## src/rtl/arith_pkg.sv

```systemverilog
// rtl/arith_pkg.sv - shared encodings for the sequential arithmetic unit
package arith_pkg;

  typedef enum logic [1:0] {
    OP_MUL  = 2'b00,
    OP_DIV  = 2'b01,
    OP_SQRT = 2'b10,
    OP_RSVD = 2'b11
  } op_e;

  typedef enum logic [1:0] {
    ST_IDLE = 2'b00,
    ST_RUN  = 2'b01,
    ST_DONE = 2'b10
  } state_e;

endpackage

```

## src/rtl/arith_seq.sv

```systemverilog
// rtl/arith_seq.sv - multi-cycle unsigned mul, div/rem and isqrt on one shared add/sub datapath
module arith_seq
  import arith_pkg::*;
#(
  parameter int WIDTH = 8
) (
  input  logic             clk,
  input  logic             rst,
  input  logic             in_valid,
  output logic             in_ready,
  input  logic [1:0]       op,
  input  logic [WIDTH-1:0] in_a,
  input  logic [WIDTH-1:0] in_b,
  output logic             out_valid,
  input  logic             out_ready,
  output logic [WIDTH-1:0] out_hi,
  output logic [WIDTH-1:0] out_lo,
  output logic             flag
);

  localparam int CW = $clog2(WIDTH + 1);
  localparam int AW = WIDTH + 2;

  state_e           state, state_d;
  op_e              op_q, op_d;
  logic [CW-1:0]    cnt, cnt_d;
  // hi: MUL upper product / DIV partial remainder / SQRT remainder
  // lo: MUL multiplier+low product / DIV dividend+quotient / SQRT radicand, then root
  // opb: MUL multiplicand / DIV divisor / SQRT root under construction
  logic [WIDTH-1:0] hi, hi_d, lo, lo_d, opb, opb_d;
  logic             flag_q, flag_d;

  logic [AW-1:0]    alu_a, alu_b, alu_res;
  logic             alu_sub;
  logic             ge;
  logic             last;
  logic [WIDTH-1:0] div_shift, sqrt_shift;
  op_e              op_in;

  assign in_ready  = (state == ST_IDLE);
  assign out_valid = (state == ST_DONE);
  assign out_hi    = hi;
  assign out_lo    = lo;
  assign flag      = flag_q;

  assign op_in      = op_e'(op);
  assign last       = (cnt == CW'(1));
  assign ge         = ~alu_res[AW-1];
  // Remainder candidates used when the trial subtraction goes negative.
  assign div_shift  = {hi[WIDTH-2:0], lo[WIDTH-1]};
  assign sqrt_shift = {hi[WIDTH-3:0], lo[WIDTH-1 -: 2]};

  // Shared adder/subtractor: operand selection by the captured op.
  always_comb begin
    alu_a   = '0;
    alu_b   = '0;
    alu_sub = 1'b0;
    case (op_q)
      OP_MUL: begin
        alu_a = {2'b00, hi};
        alu_b = lo[0] ? {2'b00, opb} : '0;
      end
      OP_DIV: begin
        alu_a   = {1'b0, hi, lo[WIDTH-1]};
        alu_b   = {2'b00, opb};
        alu_sub = 1'b1;
      end
      OP_SQRT: begin
        // Trial (root << 2) | 1 against (rem << 2) | next two radicand bits.
        alu_a   = {hi, lo[WIDTH-1 -: 2]};
        alu_b   = {opb, 2'b01};
        alu_sub = 1'b1;
      end
      default: ;
    endcase
    alu_res = alu_sub ? (alu_a - alu_b) : (alu_a + alu_b);
  end

  // Next-state logic for IDLE -> RUN/DONE -> IDLE sequencing.
  always_comb begin
    state_d = state;
    case (state)
      ST_IDLE: begin
        if (in_valid) begin
          if (op_in == OP_RSVD || (op_in == OP_DIV && in_b == '0)) state_d = ST_DONE;
          else                                                     state_d = ST_RUN;
        end
      end
      ST_RUN:  if (last) state_d = ST_DONE;
      ST_DONE: if (out_ready) state_d = ST_IDLE;
      default: state_d = ST_IDLE;
    endcase
  end

  // Datapath next values: operand capture on accept, one iteration per RUN cycle.
  always_comb begin
    op_d   = op_q;
    cnt_d  = cnt;
    hi_d   = hi;
    lo_d   = lo;
    opb_d  = opb;
    flag_d = flag_q;
    case (state)
      ST_IDLE: begin
        if (in_valid) begin
          op_d   = op_in;
          flag_d = 1'b0;
          hi_d   = '0;
          lo_d   = in_a;
          opb_d  = in_b;
          cnt_d  = CW'(WIDTH);
          case (op_in)
            OP_MUL: begin
              lo_d  = in_b;
              opb_d = in_a;
            end
            OP_DIV: begin
              if (in_b == '0) begin
                hi_d   = in_a;
                lo_d   = '1;
                flag_d = 1'b1;
                cnt_d  = '0;
              end
            end
            OP_SQRT: begin
              opb_d = '0;
              cnt_d = CW'(WIDTH / 2);
            end
            default: begin
              lo_d   = '0;
              opb_d  = '0;
              flag_d = 1'b1;
              cnt_d  = '0;
            end
          endcase
        end
      end
      ST_RUN: begin
        cnt_d = cnt - CW'(1);
        case (op_q)
          OP_MUL: begin
            hi_d   = alu_res[WIDTH:1];
            lo_d   = {alu_res[0], lo[WIDTH-1:1]};
            flag_d = (alu_res[WIDTH:1] != '0);
          end
          OP_DIV: begin
            hi_d = ge ? alu_res[WIDTH-1:0] : div_shift;
            lo_d = {lo[WIDTH-2:0], ge};
          end
          OP_SQRT: begin
            hi_d  = ge ? alu_res[WIDTH-1:0] : sqrt_shift;
            opb_d = {opb[WIDTH-2:0], ge};
            // On the final step the finished root replaces the drained radicand.
            lo_d  = last ? {opb[WIDTH-2:0], ge} : {lo[WIDTH-3:0], 2'b00};
          end
          default: ;
        endcase
      end
      default: ;
    endcase
  end

  // State and datapath registers; reset aborts any operation in progress.
  always_ff @(posedge clk or posedge rst) begin
    if (rst) begin
      state  <= ST_IDLE;
      op_q   <= OP_MUL;
      cnt    <= '0;
      hi     <= '0;
      lo     <= '0;
      opb    <= '0;
      flag_q <= 1'b0;
    end else begin
      state  <= state_d;
      op_q   <= op_d;
      cnt    <= cnt_d;
      hi     <= hi_d;
      lo     <= lo_d;
      opb    <= opb_d;
      flag_q <= flag_d;
    end
  end

endmodule

```

## config.mk

```make
export PLATFORM = sky130hd
export DESIGN_NAME = arith_seq
export DESIGN_NICKNAME = d
export VERILOG_FILES = /design/src/rtl/arith_pkg.sv /design/src/rtl/arith_seq.sv
export SDC_FILE = /design/constraint.sdc
export NUM_CORES = 1
export LEC_CHECK = 0
export BUFFER_PORTS_ARGS = -buffer_cell sky130_fd_sc_hd__buf_2
export CAP_MARGIN = 25
export CORE_MARGIN = 1
export CORE_UTILIZATION = 30
export DETAILED_ROUTE_END_ITERATION = 10
export PLACE_DENSITY = 0.59
export SLEW_MARGIN = 20
export SYNTH_ARGS = -nofsm -noshare
export SYNTH_HDL_FRONTEND = slang
export SYNTH_SLANG_ARGS = --single-unit
```

## constraint.sdc

```tcl
create_clock -name clk -period 4.24 [get_ports clk]
set_clock_uncertainty 0.1 [all_clocks]
set_input_delay 0.636 -clock clk [delete_from_list [all_inputs] [get_ports clk]]
set_output_delay 0.636 -clock clk [all_outputs]
set_load 0.1 [all_outputs]
```

Word-level counts from Yosys, hierarchy flattened. Cells that the tools add are included.

Register bits: 33. Bits of input ports: 22. Output and inout bits: 19. Logic and storage cells: 77.

$add $sub $neg: 3. Equality and inequality tests: 14. Mux-type cells: 36. Bitwise gates (word level): 1. Reduce and logical (&&, ||, !) cells: 16.

Operators by type and width (number): 8-bit 2-to-1 mux (11); 8-bit case mux with 3 select lines (3); 8-bit case mux with 2 select lines (4); 10-bit case mux with 3 select lines (2); 4-bit case mux with 3 select lines (1); 3-bit AND reduction (4); 10-bit adder (1); 10-bit 2-to-1 mux (1); 10-bit subtractor (1); 2-bit == test (second input constant) (4); 8-bit zero test (1); 2-bit 2-to-1 mux (4); 4-bit 2-to-1 mux (2); 4-bit case mux with 2 select lines (1); 8-bit nonzero test (1); 2-bit by 1-bit == test with 1-bit output (second input constant) (3); 2-bit zero test (3); 2-bit != test (second input constant) (3); 2-bit case mux with 3 select lines (1); 4-bit by 1-bit == test with 1-bit output (second input constant) (1); 1-bit 2-to-1 mux (4); 2-bit by 1-bit != test with 1-bit output (second input constant) (2); 4-bit by 2-bit != test with 1-bit output (second input constant) (1); 1-bit case mux with 2 select lines (2); 7 further kinds (9).

Depth between registers and ports, before layout. Gate-level depths: netlist of run 1.

Depth in word-level cells: 8. Gate-level depth with buffers: 21. Mapped depth without buffers: 19.

Least setup slack after synthesis of run 1. No wires, ideal clock.

Path type: reg-to-reg. Start point: reg lo[0], in the netlist out_lo[0]. End point: reg hi[3], in the netlist out_hi[3]. Library setup time: 101 ps. Arrival: 4221 ps. Required time: 4039 ps. Setup slack: -182 ps. Stages on the path, launching flop included: 19. Buffers on the path: 1. Period minus slack after synthesis: 4422 ps. Cells stage by stage: dfrtp_1 > a21oi_1 > nor2_1 > clkbuf_1 > a21oi_1 > ha_1 > o21ai_1 > nor3b_1 > a21oi_1 > o21ai_0 > a21oi_1 > ha_1 > a21oi_1 > and2_4 > a21oi_2 > o211ai_4 > xor2_4 > a21oi_1 > o32ai_1.

Word-level cells in the longest chain between the ends: 7. Elaborated cells between the ends (all ways): 9. Classes of those cells: add/sub (2); mux (7).

Ends and longest elaborated chain: start: declaration (RTL line arith_seq.sv:30) `logic [WIDTH-1:0] hi, hi_d, lo, lo_d, opb, opb_d;`; start signal: assignment (RTL line arith_seq.sv:178) `lo <= lo_d;`; 8-bit 2-to-1 mux (*) (RTL line arith_seq.sv:61) `alu_b = lo[0] ? {2'b00, opb} : '0;`; 10-bit case mux with 3 select lines (*) (RTL line arith_seq.sv:58) `case (op_q)`; 10-bit adder or 10-bit subtractor (tied branches) (RTL line arith_seq.sv:76) `alu_res = alu_sub ? (alu_a - alu_b) : (alu_a + alu_b);`; 10-bit 2-to-1 mux (*) (RTL line arith_seq.sv:76); 8-bit 2-to-1 mux, on equally long branches (RTL line arith_seq.sv:151, arith_seq.sv:147); 8-bit case mux with 3 select lines (*) (RTL line arith_seq.sv:140) `case (op_q)`; 8-bit case mux with 2 select lines (*) (RTL line arith_seq.sv:103) `case (state)`; end signal: assignment (RTL line arith_seq.sv:177) `hi <= hi_d;`; end: declaration (RTL line arith_seq.sv:30).

Mark *: on every way between the ends. The rest lies on a longest branch, timed or not. A chain may end at the register's enable or synchronous reset.

Worst setup path after layout of run 1.
Start point: reg op_q[0]. End point: reg hi[3], in the netlist out_hi[3].

Word-level cells in the longest chain between the ends: 7. Elaborated cells between the ends (all ways): 16. Classes of those cells: add/sub (2); eq/ne (3); mux (8); reduce/logical (3).

Ends and longest elaborated chain: start: declaration (RTL line arith_seq.sv:25) `op_e op_q, op_d;`; start signal: assignment (RTL line arith_seq.sv:175) `op_q <= op_d;`; 2-bit == test, or another cell as far along (RTL line arith_seq.sv:58, arith_seq.sv:140); 10-bit case mux with 3 select lines or 2-bit OR reduction (tied branches); 10-bit adder, or another cell as far along (RTL line arith_seq.sv:76); 10-bit 2-to-1 mux (RTL line arith_seq.sv:76); 8-bit 2-to-1 mux, on equally long branches (RTL line arith_seq.sv:151, arith_seq.sv:147); 8-bit case mux with 3 select lines (RTL line arith_seq.sv:140); 8-bit case mux with 2 select lines (RTL line arith_seq.sv:103).

Parallel ways exist; a longest one is shown, timed or not.

==> out/metrics.cfg, run 1 <==
[timing]
hold_violations=0
clock.fmax_mhz=248
period_needed_ns=4.03
final.period_utilization_pct=95.1
tightest_slew_ns=0.804
slew_headroom_pct=46.2
report.final.slew_viol_count=0
whs_ns=0.338
setup_viol=0
setup_tns_ns=0

[critical_path]
r2r_start=op_q[0]
cp.required_ns=4.33
cp_cell_sequence=inv_1, ha_1, a21oi_2, nor2_2, a21oi_2, ha_1, o21ai_1, nor2_1, a31oi_1, xor2_1, ha_1, a21oi_1, o21ai_0, or2b_1, o211ai_4, xor2_4, a21oi_1, o32ai_1
cp_slowest_cell=dfrtp_1
r2r_cells=18
cp_common_cell=ha_1
cp.arrival_ns=4.12
r2r_end=out_hi[3]
cpLargestDelayFamily=compound AO/OA/AOI/OAI gates
worstSetupPathType=flop to flop
cp-end-kind=flop
startpoint_type=flop
critPathMaxStageDelay_ns=0.38
critPathBufInv=1
crit_fanout=8
reg2reg_slack_ns=0.21

[cells_and_area]
final_util_pct=35.5
final_cells=633
finish.net_count=531
diodes=0
area_delta_synth_final_pct=14.9
drive_gt1_share_pct=18.9

[worst_hold_path]
hp-class=input port to asynchronous set/reset pin

[drt]
ant_nets=0
num_vias=3706
first_pass_iters=5
drtIter0Drc=401
wirelength_mm=10.8
vias_per_cell=5.85
wl_per_cell_um=17.1
drc=0

[status]
status=complete, no violations

[run]
drv_cap=0

[global_route]
antenna_found_initial=0
grt_max_degree=34
grt_first_pass_wirelength_mm=17.7
grt.total_usage_pct=19.2
grt_overflow=0
grt_pass1_vias=3526

[yosys]
synth_flop_cell=dfrtp_1
async_flop_share_pct=100
avgSynthCellArea_um2=7.27
synthesis.area_um2=3360
yosys.area.top_type=dfrtp_1
yosys_warnings=0
seq_area_frac_synth_pct=24.6
synthTopCellsByArea=dfrtp_1, a21oi_1, nand2_1
syn-instance-count=462
synth.distinct_cells=69
syn-num-nets=501
synth_edf_count=0
netlist.area_leader.share_pct=24.6
yosys_register_bits=33

[clock_tree]
path_clk_slew_ns=0.08
clockRootBuffer=clkbuf_8
clk_latency_ns=0.29
cts_made_buffers=5
cts_max_level=2
ctsHoldBuffers=0
cts_max_path_buffers=2
cts_tree=yes
cts.sinks=33

[floorplanning]
die_y_um=108
io_pins=41
dieArea_um2=11600
rows=38
die_width_um=108
core-area_um2=10900
start_util_pct=30.8

[place]
placed_cells=620
dpl.hpwl_mm=8.09
portBuffers=40
routabilityCongestion=0.893

==> worst max-delay path by stage <==
stage | start | endpoint | cells past startpoint
after floorplan | out_lo[0] | out_hi[3] | 18
after global placement | op_q[0] | out_hi[3] | 19
after detailed placement | op_q[0] | out_hi[3] | 19
after CTS | op_q[0] | out_hi[3] | 19
after global routing | op_q[0] | out_hi[0] | 18
final | op_q[0] | out_hi[3] | 18
==> state kept, by name (all words and copies together), names as in the netlist <==
| register | flops |
|---|---|
| opb | 8 |
| cnt | 4 |
| out_lo | 8 |
| flag | 1 |
| op_q | 2 |
| out_hi | 8 |
| state | 2 |
==> synth_stat cells, types with 7 or more instances <==
cell	count
nand2_1	61
a21oi_1	60
nor2_1	55
dfrtp_1	33
clkbuf_1	29
o21ai_1	21
a221oi_1	19
o21ai_0	19
ha_1	16
inv_1	14
o22ai_1	9
xor2_1	8
nor3_1	7
==> cell type report <==
cell class,instances,area (um^2)
Clock buffer,7,96.3
Clock inverter,1,5.00
Fill cell,1116,7030
Inverter,16,60.1
Multi-Input combinational cell,378,2360
Sequential cell,33,827
Tap cell,140,175
Timing Repair Buffer,58,335
==> cells by family (layout without fill, tap and decap cells) <==
family / count (synthesis) / in the layout / synth area share [%]
compound gates: 180 / 180 / 35.2
simple gates: 163 / 163 / 22.1
buf+inv: 51 / 82 / 5.89
flops: 33 / 33 / 24.6
fa+ha+maj: 17 / 17 / 6.56
xor+xnor: 12 / 12 / 3.69
mux: 6 / 6 / 2.01
==> routing by layer <==
metal	part of all wire [%]	vias up	wire, um	global-route usage, %
met3	6.4	22	693	2.48
met1	44	1774	4730	25.0
met2	47	142	5090	32.0
li1	-	1768	-	-
met5	0	-	0	0
met4	2.7	0	287	7.44
==> through the flow <==
stage | setup slack [ns] | instance area [um^2]
2_1_floorplan | 0.125 | 3360
3_3_place_gp | 0.299 | 3700
3_5_place_dp | 0.133 | 3700
4_1_cts | 0.121 | 3800
5_1_grt | -0.0467 | 3860
6_report | 0.208 | 3860
==> layout by cell type, fill, tap and decap left out, types with 2 or more instances in the layout <==
| master | Yosys | layout |
|---|---|---|
| nand2_1 | 61 | 61 |
| a21oi_1 | 60 | 57 |
| nor2_1 | 55 | 54 |
| buf_2 | 5 | 40 |
| dfrtp_1 | 33 | 32 |
| o21ai_1 | 21 | 22 |
| a221oi_1 | 19 | 19 |
| o21ai_0 | 19 | 18 |
| buf_4 | 0 | 18 |
| ha_1 | 16 | 15 |
| inv_1 | 14 | 14 |
| o22ai_1 | 9 | 9 |
| xor2_1 | 8 | 8 |
| nor3_1 | 7 | 7 |
| clkbuf_8 | 0 | 7 |
| nand3_1 | 6 | 6 |
| a31oi_1 | 6 | 6 |
| a22o_1 | 5 | 5 |
| a211oi_1 | 5 | 5 |
| mux2_1 | 5 | 5 |
| a21oi_2 | 1 | 4 |
| or3_1 | 4 | 4 |
| a22oi_1 | 4 | 4 |
| or2_2 | 3 | 3 |
| nor2b_1 | 4 | 3 |
| xnor2_1 | 3 | 3 |
| nand2b_1 | 3 | 3 |
| nor4b_1 | 3 | 3 |
| nor4_1 | 3 | 3 |
| a32oi_1 | 3 | 3 |
| nor2_2 | 1 | 2 |
| nor3b_2 | 2 | 2 |
| o2bb2ai_1 | 2 | 2 |
| o211ai_1 | 2 | 2 |
| o31ai_1 | 2 | 2 |
| o21bai_1 | 2 | 2 |
| and3_1 | 2 | 2 |
| a221oi_2 | 2 | 2 |
==> what timing repair did <==
| item | in CTS | in global routing |
|---|---|---|
| gates resized for setup | 0 | 7 |
| setup endpoints to repair | 0 | 11 |
| buffers inserted | 0 | 4 |
==> tightest hold or removal path, cell delays in order <==
cell	delay, ns
buf_2	0.09
inv_1	0.04
buf_4	0.39
Power of run 1 is not shown: default switching activity piles up to over one toggle a cycle in this logic, so the estimate is an artifact.
==> run 2: changes to the inputs <==
--- a/config.mk
+++ b/config.mk
@@ -8,9 +8,9 @@
 export BUFFER_PORTS_ARGS = -buffer_cell sky130_fd_sc_hd__buf_2
 export CAP_MARGIN = 25
 export CORE_MARGIN = 1
-export CORE_UTILIZATION = 30
+export CORE_UTILIZATION = 25
 export DETAILED_ROUTE_END_ITERATION = 10
-export PLACE_DENSITY = 0.59
+export PLACE_DENSITY = 0.53
 export SLEW_MARGIN = 20
 export SYNTH_ARGS = -nofsm -noshare
 export SYNTH_HDL_FRONTEND = slang
==> run 2 against run 1 <==
Compared with the run above: critical path depth is 2 higher; global-route usage is 2.8 points lower; cell count is 5.2% higher; first-iteration DRC count is 44% lower; maximum frequency is 0.73% higher; critical path type unchanged; non-clock buffer count is 2 higher; hold slack better by 0.017 ns; worst setup slack better by 0.029 ns; sequential cell count stayed put; design area is 2.9% higher; sequential share of layout area is 0.59 points lower; via count is 0.67% lower.
==> out/metrics.cfg, run 2 (synthesis gave the netlist of run 1 again) <==
[cells_and_area]
finish.net_count=533  ; +0.38%
final_util_pct=30.8  ; -4.6 points
fillers=1405  ; +26%
layout_common_cells=nand2_1, a21oi_1, nor2_1
drive_gt1_share_pct=19.6  ; +0.77 points
final_common_cell=nand2_1
diodes=0  ; unchanged
area_delta_synth_final_pct=18.2

[place]
routabilityCongestion=0.852  ; -4.6%
dpl.hpwl_mm=8.40  ; +3.8%
dp_slack_ns=0.159  ; +0.0258 ns
portBuffers=40  ; unchanged

[timing]
report.final.slew_viol_count=0  ; unchanged
slew_headroom_pct=50.5  ; +4.4 points
whs_ns=0.355  ; +0.0169 ns
tightest_slew_ns=0.739  ; -0.0653 ns
hold_violations=0  ; unchanged
fin_ws_ns=0.237  ; +0.0293 ns
period_needed_ns=4.00  ; -0.0293 ns
setup_viol=0  ; unchanged
final.period_utilization_pct=94.4  ; -0.69 points
clock.fmax_mhz=250  ; +0.73%

[global_route]
antenna_found_initial=0  ; unchanged
grt_first_pass_wirelength_mm=18.5  ; +4.5%
grt_pass1_vias=3465  ; -1.7%
grt_max_degree=34  ; unchanged
grt.total_usage_pct=16.4  ; -2.8 points
grt_overflow=0  ; unchanged

[critical_path]
startpoint_type=flop
cp.required_ns=4.30  ; -0.03 ns
cp-end-kind=flop
crit_fanout=5  ; -3
cp.arrival_ns=4.07  ; -0.05 ns
worstSetupPathType=flop to flop

[status]
status=complete, no violations

[floorplanning]
die_y_um=118  ; +9.4%
start_util_pct=26.1  ; -4.8 points
core-area_um2=12900  ; +18%
io_pins=41  ; unchanged
rows=41  ; +7.9%
die_width_um=118  ; +9.4%
dieArea_um2=13900  ; +20%

[drt]
drtIter0Drc=223  ; -44%
first_pass_iters=5  ; unchanged
num_vias=3681  ; -0.67%
vias_per_cell=5.53  ; -5.6%
wirelength_mm=11.3  ; +4.9%
drc=0  ; unchanged
ant_nets=0  ; unchanged
wl_per_cell_um=17.0  ; -0.32%

[clock_tree]
cts_max_path_buffers=2  ; unchanged
cts.sinks=33  ; unchanged
cts_made_buffers=5  ; unchanged
cts_max_level=2  ; unchanged
path_clk_slew_ns=0.06  ; -0.02 ns
clk_latency_ns=0.28  ; about the same
clockRootBuffer=clkbuf_16
cts_tree=yes

[worst_hold_path]
hp-class=input port to asynchronous set/reset pin

[run]
drv_cap=0  ; unchanged

run 2: through the flow:
stage	setup TNS [ns]	cell area [um^2]	std cells
6_report	0	3970	666
2_1_floorplan	0	3360	462
3_3_place_gp	0	3750	654
5_1_grt	-0.0402	3970	666
4_1_cts	0	3890	661
3_5_place_dp	0	3750	654
run 2: timing repair:
item	in CTS	in global routing
hold buffers	0	0
setup buffers	0	4
resized for setup	0	11
setup endpoints to repair	0	11
run 2: path summary, 6_finish.rpt:
path,start,endpoint,slack (ns),cells past startpoint
min reg2reg,flag,flag,0.45,1
min in group clk,flag,flag,0.45,1
max,op_q[1],out_lo[0],0.24,20
max reg2reg,op_q[1],out_lo[0],0.24,20
max in group asynchronous,rst,out_lo[0],3.32,3
min,rst,out_lo[4],0.36,3
run 2: metal layers:
| metal | vias to the layer above | global-route usage, % | share of wire (%) |
|---|---|---|---|
| met1 | 1741 | 21.8 | 44 |
| met4 | 0 | 5.13 | 2.2 |
| met2 | 156 | 27.5 | 47 |
| li1 | 1761 | - | - |
| met5 | - | 0 | 0 |
| met3 | 23 | 1.60 | 6.4 |
run 2: final cells by class:
type / count / area (um^2) / area share [%]
clock inverters: 1 / 5.00 / 0.126
clock buffers: 6 / 129 / 3.25
inverters: 16 / 60.1 / 1.51
flip-flops and latches: 33 / 827 / 20.8
repair buffers: 60 / 350 / 8.82
multi-input cells: 378 / 2380 / 60.0
well taps: 172 / 215 / 5.42
run 2: worst max-delay path: stages, from the launching register on:
cell	delay, ns
dfrtp_1	0.40
inv_1	0.13
ha_1	0.21
a21oi_2	0.07
nor2_1	0.19
nand2_1	0.11
ha_1	0.24
o21ai_2	0.11
nor2_2	0.08
nor2_1	0.11
xor2_1	0.21
ha_1	0.34
a21oi_1	0.16
o21ai_0	0.12
or2b_1	0.27
o211ai_4	0.32
buf_4	0.18
nor4_1	0.04
buf_4	0.14
a311oi_1	0.25
o21ai_1	0.09
Power of run 2 is left out for the same reason.
==> run 3: changes to the inputs <==
--- a/config.mk
+++ b/config.mk
@@ -5,6 +5,7 @@
 export SDC_FILE = /design/constraint.sdc
 export NUM_CORES = 1
 export LEC_CHECK = 0
+export ABC_AREA = 1
 export BUFFER_PORTS_ARGS = -buffer_cell sky130_fd_sc_hd__buf_2
 export CAP_MARGIN = 25
 export CORE_MARGIN = 1
==> run 3 against run 2 <==
Compared with the run above: sequential share of layout area increased by 0.27 points; design area decreased by 1.4%; maximum frequency increased by 4.8%; area after synthesis increased by 1.7%; wire length decreased by 3.5%; critical path depth unchanged; synthesized cell count increased by 11%; register-to-register slack improved by 0.18 ns; highest routed layer unchanged; largest cell class unchanged.
==> out/metrics.cfg, run 3 <==
[place]
routabilityCongestion=0.965  ; +13%
dpl.hpwl_mm=8.70  ; +3.6%
dp_slack_ns=0.442  ; +0.283 ns
portBuffers=40  ; unchanged

[floorplanning]
die_width_um=119  ; +0.84%
dieArea_um2=14100  ; +1.7%
start_util_pct=25.7  ; -0.39 points
io_pins=41  ; unchanged
die_y_um=119  ; +0.84%
rows=42  ; +2.4%
core-area_um2=13300  ; +3.3%

[global_route]
antenna_found_initial=0  ; unchanged
grt_max_degree=34  ; unchanged
grt_overflow=0  ; unchanged
grt_pass1_vias=3503  ; +1.1%
grt.total_usage_pct=16.1  ; -0.21 points
grt_first_pass_wirelength_mm=18.0  ; -2.4%

[critical_path]
worstSetupPathType=flop to flop
cp-end-kind=flop
r2r_start=op_q[0]
r2r_cells=20  ; unchanged
crit_fanout=15  ; +10
startpoint_type=flop
critPathMaxStageDelay_ns=0.39  ; about the same
cp.required_ns=4.36  ; +0.06 ns
cp_slowest_cell=dfrtp_1
r2r_end=out_hi[1]
cp_cell_sequence=inv_1, ha_1, inv_2, nand3_1, nand2_1, ha_1, nand3_1, o21ai_0, nand2_1, xor2_1, ha_1, nand2_1, o21ai_0, o21bai_1, nand3_2, nand2_4, o21ai_1, nand2_1, nand3_1, a21oi_1
cpLargestDelayFamily=compound AO/OA/AOI/OAI gates
critPathBufInv=2  ; -1
reg2reg_slack_ns=0.42  ; +0.18 ns
cp_common_cell=nand2_1
cp.arrival_ns=3.94  ; -0.13 ns

[yosys]
synth_edf_count=0  ; unchanged
synth.most_common_cell=nand2_1
synth.distinct_cells=45  ; -35%
yosys_register_bits=33  ; unchanged
netlist.area_leader.share_pct=24.2  ; -0.41 points
synth_flop_cell=dfrtp_1
syn-num-nets=554  ; +11%
yosys.area.top_type=dfrtp_1
async_flop_share_pct=100  ; unchanged
syn-instance-count=515  ; +11%
yosys.area_share.adder_pct=6.45  ; -0.11 points
synth_top_family_by_area=simple AND/OR/NAND/NOR gates
synth-compound-area-share_pct=25.1  ; -10 points
seq_area_frac_synth_pct=24.2  ; -0.41 points
synthesis.area_um2=3420  ; +1.7%
synthMuxAreaShare_pct=0  ; -2.0 points
synthTopCellsByArea=dfrtp_1, nand2_1, inv_1
synth_xor_area_share_pct=3.59  ; -0.099 points
synth-simple-area-share_pct=27.5  ; +5.4 points
yosys_warnings=0  ; unchanged
synth_common_cells=nand2_1, inv_1, nor2_1, a21oi_1, o21ai_0
avgSynthCellArea_um2=6.63  ; -8.8%

[cells_and_area]
final_util_pct=29.4  ; -1.4 points
layout_common_cells=nand2_1, inv_1, nor2_1
drive_gt1_share_pct=16.5  ; -3.1 points
multi_input_area_um2=2140  ; -10%
seqCellArea_um2=826  ; -0.15%
diodes=0  ; unchanged
final_common_cell=nand2_1
area_delta_synth_final_pct=14.6
finish.net_count=589  ; +11%
fillers=1469  ; +4.6%

[timing]
hold_violations=0  ; unchanged
whs_ns=0.343  ; -0.0116 ns
rsz0062_at_grt=no
setup_viol=0  ; unchanged
final.period_utilization_pct=90.1  ; -4.3 points
setup_tns_ns=0  ; unchanged
report.final.slew_viol_count=0  ; unchanged
period_needed_ns=3.82  ; -0.182 ns
tightest_slew_ns=1.04  ; +0.297 ns
slew_headroom_pct=30.5  ; -20 points
clock.fmax_mhz=262  ; +4.8%
fin_ws_ns=0.419  ; +0.182 ns

[clock_tree]
clockRootBuffer=clkbuf_16
cts_tree=yes
cts.sinks=33  ; unchanged
clk_latency_ns=0.29  ; about the same
path_clk_slew_ns=0.06  ; about the same
cts_made_buffers=5  ; unchanged
post_cts_resized=0  ; unchanged
ctsHoldBuffers=0  ; unchanged
post_cts_buffers=0  ; unchanged
cts_max_level=2  ; unchanged
cts_max_path_buffers=2  ; unchanged

[drt]
vias_per_cell=5.08  ; -8.1%
drtIter0Drc=350  ; +57%
ant_nets=0  ; unchanged
wirelength_mm=10.9  ; -3.5%
first_pass_iters=6  ; +1
drc=0  ; unchanged
wl_per_cell_um=15.1  ; -11%
num_vias=3687  ; +0.16%

[worst_hold_path]
hp-class=input port to asynchronous set/reset pin

[run]
drv_cap=0  ; unchanged

[status]
status=complete, no violations

## run 3: cell types whose count changed in the layout (fill, tap and decap cells not counted), moves of 15 or more
cell | previous run | this run
a21oi_1 | 57 | 39
buf_4 | 20 | 5
inv_1 | 14 | 81
nand2_1 | 61 | 96
nand3_1 | 6 | 28
o21ai_0 | 18 | 39
## run 3: logic make-up after synthesis
logic type | after synthesis
flip-flops | 33
buffers and inverters | 109
AO/OA/AOI/OAI | 139
AND/OR/NAND/NOR | 203
adder cells (fa/ha/maj) | 17
XOR/XNOR | 14
## run 3: worst register-to-register path: stages (launching register included)
cell and delay (ns):
dfrtp_1 0.39, inv_1 0.08, ha_1 0.39, inv_2 0.12, nand3_1 0.07, nand2_1 0.11, ha_1 0.20, nand3_1 0.10
o21ai_0 0.31, nand2_1 0.11, xor2_1 0.16, ha_1 0.33, nand2_1 0.09, o21ai_0 0.22, o21bai_1 0.16, nand3_2 0.14
nand2_4 0.19, o21ai_1 0.15, nand2_1 0.10, nand3_1 0.07, a21oi_1 0.14
## run 3: per-layer routing
metal	track usage (%)	share of wire, %
met5	0	0
met2	26.0	46
met3	1.87	5.0
met4	6.09	2.1
met1	22.1	47
## run 3: layout make-up
cell class | instances | share of cell area [%]
clock buffer | 7 | 3.64
timing repair buffer | 45 | 6.07
sequential | 33 | 21.1
multi-input combinational | 373 | 54.7
tap | 176 | 5.63
inverter | 92 | 8.89
## run 3: worst max path at each step
stage / from / depth (start not counted) / endpoint / slack, ns
after global routing: op_q[0] / 21 / out_hi[2] / 0.07
after CTS: op_q[0] / 22 / out_hi[2] / 0.43
after floorplan: out_lo[0] / 21 / out_hi[7] / 0.59
after global placement: op_q[0] / 21 / out_hi[2] / 0.51
final: op_q[0] / 20 / out_hi[1] / 0.42
after detailed placement: op_q[0] / 22 / out_hi[2] / 0.44
## run 3: per-stage QoR
step | instances | instance area [um^2]
6_report | 726 | 3910
5_1_grt | 726 | 3910
4_1_cts | 726 | 3910
3_5_place_dp | 719 | 3770
3_3_place_gp | 719 | 3770
2_1_floorplan | 515 | 3420
Power of run 3 is left out for the same reason.
